## config.mk

```make
export PLATFORM = sky130hd
export DESIGN_NAME = register_file
export DESIGN_NICKNAME = d
export VERILOG_FILES = /design/src/rtl/register_file.sv
export SDC_FILE = /design/constraint.sdc
export NUM_CORES = 2
export LEC_CHECK = 0
export BUFFER_PORTS_ARGS = -buffer_cell sky130_fd_sc_hd__buf_2
export CAP_MARGIN = 5
export CORE_ASPECT_RATIO = 0.7
export CORE_MARGIN = 2
export CORE_UTILIZATION = 40
export DETAILED_ROUTE_END_ITERATION = 12
export GPL_ROUTABILITY_DRIVEN = 0
export PLACE_DENSITY = 0.6
export REMOVE_ABC_BUFFERS = 1
export SLEW_MARGIN = 5
export SYNTH_ARGS = -nofsm -noshare
export SYNTH_HDL_FRONTEND = slang
export SYNTH_SLANG_ARGS = --single-unit
```

## constraint.sdc

```tcl
create_clock -name clk -period 3.5 [get_ports clk]
set_input_delay 0 -clock clk [delete_from_list [all_inputs] [get_ports clk]]
set_output_delay 0 -clock clk [all_outputs]
set_load 0.02 [all_outputs]
```

## src/rtl/register_file.sv

```systemverilog
// register_file: architectural register file with rename tags for an
// out-of-order core. Each register holds a committed value plus the ROB tag of
// its newest in-flight producer (tag 0 = value is current).
//
// Ports:
//   clk, rst                 clock, synchronous active-high reset
//   en                       global enable; when low all state holds
//   is_en_i, is_wr_i         issue strobe, issued instruction writes rd
//   is_rd_i/is_rs1_i/is_rs2_i dest/source register indices
//   rob_qd_i                 ROB tag allocated to the issuing instruction
//   qj_o/qk_o, vj_o/vk_o     operand tag (0 = valid) and value for rs1/rs2
//   rob_reqqj_o/rob_reqqk_o  producer tags sent to the ROB for readiness query
//   rob_rdy*_i, rob_rdyv*_i  ROB query answer (ready flag, value)
//   cmt_en_i, cmt_rd_i, cmt_q_i, cmt_v_i  commit port
//   br_flag_i                misprediction flush (drops all tags)
//
// Configuration: define RF_BYPASS_EN to forward the commit value to a source
// whose pending producer is committing this cycle. Without it the ROB ready
// path covers the same case, since the committing entry is still ready.

`ifndef REG_BIT
`define REG_BIT 5
`endif
`ifndef ROB_BIT
`define ROB_BIT 4
`endif
`ifndef DAT_W
`define DAT_W 32
`endif

module register_file (
    input  logic                clk,
    input  logic                rst,
    input  logic                en,
    input  logic                is_en_i,
    input  logic                is_wr_i,
    input  logic [`REG_BIT-1:0] is_rd_i,
    input  logic [`REG_BIT-1:0] is_rs1_i,
    input  logic [`REG_BIT-1:0] is_rs2_i,
    input  logic [`ROB_BIT-1:0] rob_qd_i,
    output logic [`ROB_BIT-1:0] qj_o,
    output logic [`ROB_BIT-1:0] qk_o,
    output logic [`DAT_W-1:0]   vj_o,
    output logic [`DAT_W-1:0]   vk_o,
    output logic [`ROB_BIT-1:0] rob_reqqj_o,
    output logic [`ROB_BIT-1:0] rob_reqqk_o,
    input  logic                rob_rdyj_i,
    input  logic                rob_rdyk_i,
    input  logic [`DAT_W-1:0]   rob_rdyvj_i,
    input  logic [`DAT_W-1:0]   rob_rdyvk_i,
    input  logic                cmt_en_i,
    input  logic [`REG_BIT-1:0] cmt_rd_i,
    input  logic [`ROB_BIT-1:0] cmt_q_i,
    input  logic [`DAT_W-1:0]   cmt_v_i,
    input  logic                br_flag_i
);

    localparam int unsigned NumRegs = 32;

    // Entry 0 is never written, so x0 stays (0, tag 0) from reset onward.
    logic [`DAT_W-1:0]   val_q [NumRegs];
    logic [`ROB_BIT-1:0] tag_q [NumRegs];

    logic [`ROB_BIT-1:0] tag_j, tag_k;

    assign tag_j       = tag_q[is_rs1_i];
    assign tag_k       = tag_q[is_rs2_i];
    assign rob_reqqj_o = tag_j;
    assign rob_reqqk_o = tag_k;

    // Source rs1 lookup on pre-update state.
    always_comb begin
        qj_o = '0;
        vj_o = '0;
        if (tag_j == '0) begin
            vj_o = val_q[is_rs1_i];
`ifdef RF_BYPASS_EN
        end else if (cmt_en_i && cmt_rd_i == is_rs1_i && cmt_q_i == tag_j &&
                     is_rs1_i != '0) begin
            vj_o = cmt_v_i;
`endif
        end else if (rob_rdyj_i) begin
            vj_o = rob_rdyvj_i;
        end else begin
            qj_o = tag_j;
        end
    end

    // Source rs2 lookup on pre-update state.
    always_comb begin
        qk_o = '0;
        vk_o = '0;
        if (tag_k == '0) begin
            vk_o = val_q[is_rs2_i];
`ifdef RF_BYPASS_EN
        end else if (cmt_en_i && cmt_rd_i == is_rs2_i && cmt_q_i == tag_k &&
                     is_rs2_i != '0) begin
            vk_o = cmt_v_i;
`endif
        end else if (rob_rdyk_i) begin
            vk_o = rob_rdyvk_i;
        end else begin
            qk_o = tag_k;
        end
    end

    // Update order matters: commit clear, then flush clear, then rename, so a
    // same-cycle rename overrides the commit clear and a flush drops the rename.
    always_ff @(posedge clk) begin
        if (rst) begin
            for (int i = 0; i < NumRegs; i++) begin
                val_q[i] <= '0;
                tag_q[i] <= '0;
            end
        end else if (en) begin
            if (cmt_en_i && cmt_rd_i != '0) begin
                val_q[cmt_rd_i] <= cmt_v_i;
                // Keep the tag if a newer producer has already renamed rd.
                if (tag_q[cmt_rd_i] == cmt_q_i) begin
                    tag_q[cmt_rd_i] <= '0;
                end
            end
            if (br_flag_i) begin
                for (int i = 0; i < NumRegs; i++) begin
                    tag_q[i] <= '0;
                end
            end else if (is_en_i && is_wr_i && is_rd_i != '0) begin
                tag_q[is_rd_i] <= rob_qd_i;
            end
        end
    end

endmodule
```

==> metrics.txt <==
status=completed; Core ar.=0.158 mm^2; vias per inst=6.24; clk slew on worst S/H paths=0.07 ns; DR WL/cell=34.7 um; overall power=33.6 mW; mapped cell area=0.0638 mm^2; WP depth=9; # fillers=13500; CTS tree=yes; sequential area share after synthesis=0.543; Die H=338 um; r2r setup slk=0.32 ns; total gr overflow=0; critical path launch point type=flip-flop; Critical Path AT=3.44 ns; Hold WC Path Type=in -> reg; max incr delay on CP=0.50 ns; crit-path cells=mux4_2 > mux2i_1 > a22oi_1 > nand2_1 > nand4_4 > buf_12 > nand3_1 > o21ai_1 > buf_2; antenna violations before repair=23; Seq cells post-synth=1152; largest net degree at the start of global routing=85; RR Endpoint=tag_q[4][3]; Final ANT Viol Nets=0; clock sinks=1152; worst vdd ir=383 uV; ratio of cells with drive above 1 in the final layout=0.325; Main synth FF type=edfxtp_1; final hold violation count=0; Leakage=24.9 nW; Final period util=0.983; Max H-tree Level=3; Slew Limit Headroom=0.222; Max Cap Violations=0; fraction of registers with async set/reset=0; Post-DP HPWL=132000 um; Critical Path RT=3.50 ns; gr usage total=0.273; Final Skew=0.0376 ns; clock tree buffer depth=3; RSZ-0062 raised after global routing=false; top post-synthesis cells by area=edfxtp_1 (54%), mux4_2 (25%), and2_1 (11%); Hold Slack=0.0726 ns; Root Driver=clkbuf_16; CP Class=reg -> out; Worst setup EP type=primary output; Synth Instances=4015; CP endpoint=vk_o[8]; Post-synth EDFFs=1152; I/O pin total=213; top cells by count, synth=edfxtp_1 (1152), and2_1 (1118), mux4_2 (714); pwr dens=465 mW/mm^2; synth unique cells=68; Setup-failing EPs final=0; Worst Path Buf+Inv=2; Nets=4310; top-count cell post-synth=edfxtp_1; Tmin final=3.44 ns; Layout area overhead=13.2%; non-filler cells, final=6395; via count=39900; # DRC=0; Site Rows=122; Crit path max-delay family=compound AO/OA/AOI/OAI gates; fmax=0.291 GHz; drt pass-1 iters=8; R2R depth=8; CP max stage cell=edfxtp_1; leading area contributor after synthesis=edfxtp_1; input/output buffers=212; synthesized area per cell=15.9 um^2; clk_lat worst skew=0.78 ns; Ys Warns=0; Worst Path Max Fanout=64; post-synth top area share=0.543; Slew Limit Fails=0; first-pass GRT wire length=309000 um; post-CTS setup buffer count=0; final wirelength=222000 um; Worst Setup SP=tag_q[21][1]; vias in the first global route=38800; Die Width=481 um; worst r2r src=tag_q[29][0]; Least-Margin Pin Slew=1.16 ns; Initial Util=0.403; cts bufs inserted=116; Placed Cells=6127; die area=0.163 mm^2; DRT iter0 DRCs=6513
==> through the flow <==
step | cell area [um^2] | worst slack (ns) | setup TNS, ns | util
floorplan | 62000 | -0.485 | -34.48 | -
global placement | 68000 | 0.384 | 0 | 0.430
detailed placement | 68000 | 0.299 | 0 | 0.430
CTS | 72100 | 0.0811 | 0 | 0.456
global route | 72100 | 0.0101 | 0 | 0.456
finish | 72100 | 0.0584 | 0 | 0.456
==> repair_timing <==
item,in CTS,in global routing
endpoints found under the setup margin,0,24
hold buffers,40,0
resized for setup,0,3
hold endpoints to repair,1117,0
==> worst reg2reg max path, cell delays in order (launching register included) <==
cell and delay [ns]:
edfxtp_1 0.44, mux4_1 0.58, and3_2 0.23, nor3_1 0.31, a21oi_1 0.14, xnor2_2 0.23
o211ai_4 0.11, buf_4 0.24, o31ai_2 0.51
==> report_power, final <==
part,switching [mW],total (mW),internal (mW)
registers,0.457,16.4,15.9
clock network,5.70,12.6,6.85
logic,2.57,4.64,2.06
total,8.73,33.6,24.8
==> final cells by class <==
cell class	instances	area, um^2	area share
timing repair buffer	431	3570	0.0495
tap	2108	2640	0.0366
inverter	10	37.5	0.000520
clock inverter	72	654	0.00907
multi-input combinational	2466	27600	0.382
clock buffer	140	3040	0.0421
antenna	16	40.0	0.000555
sequential	1152	34600	0.479
==> per-layer routing <==
layer  GRT usage  vias up  routed length, um
li1            -    15900                  -
met1       0.405    20900              91600
met2       0.397     2812              96800
met3      0.0790      303              28500
met4      0.0640        2               4900
met5           0        -                 13
==> cells by family after synthesis <==
family / count (synthesis) / share of synthesized area
buffers and inverters: 432 / 0.0308
xor gates and xnor gates: 3 / 0.000648
and+or+nand+nor: 1431 / 0.134
AOI/OAI and AO/OA: 142 / 0.0169
muxes: 854 / 0.275
DFF: 1152 / 0.543
other: 1 / 0.0000588
==> cell usage in the layout (no fill, tap or decap), types with 22 or more instances in the layout <==
master	instances
o31ai_2	30
clkinv_1	28
buf_12	56
a22oi_1	22
nor2_1	87
and2_1	1118
or2_2	32
nand2_1	52
clkbuf_16	118
buf_4	128
clkbuf_1	22
mux2i_1	129
o21ai_1	65
edfxtp_1	1152
nor2_4	27
dlygate4sd3_1	40
nand3_1	68
conb_1	36
mux4_2	714
buf_2	201
==> sequential cells by signal, indices dropped and copies added (netlist names) <==
signal  flops
val_q    1024
tag_q     128
==> worst min-delay path by stage <==
stage                         endpoint             from  depth (start not counted)
after floorplan                qj_o[0]       rob_rdyj_i                          1
after global placement         vj_o[7]   rob_rdyvj_i[7]                          4
after detailed placement      vk_o[13]  rob_rdyvk_i[13]                          4
after CTS                 tag_q[26][2]      cmt_rd_i[4]                          4
after global routing      tag_q[26][2]      cmt_rd_i[4]                          4
final                     tag_q[14][3]       is_rd_i[2]                          4
Note: power is estimated with default switching activity, not from simulation.
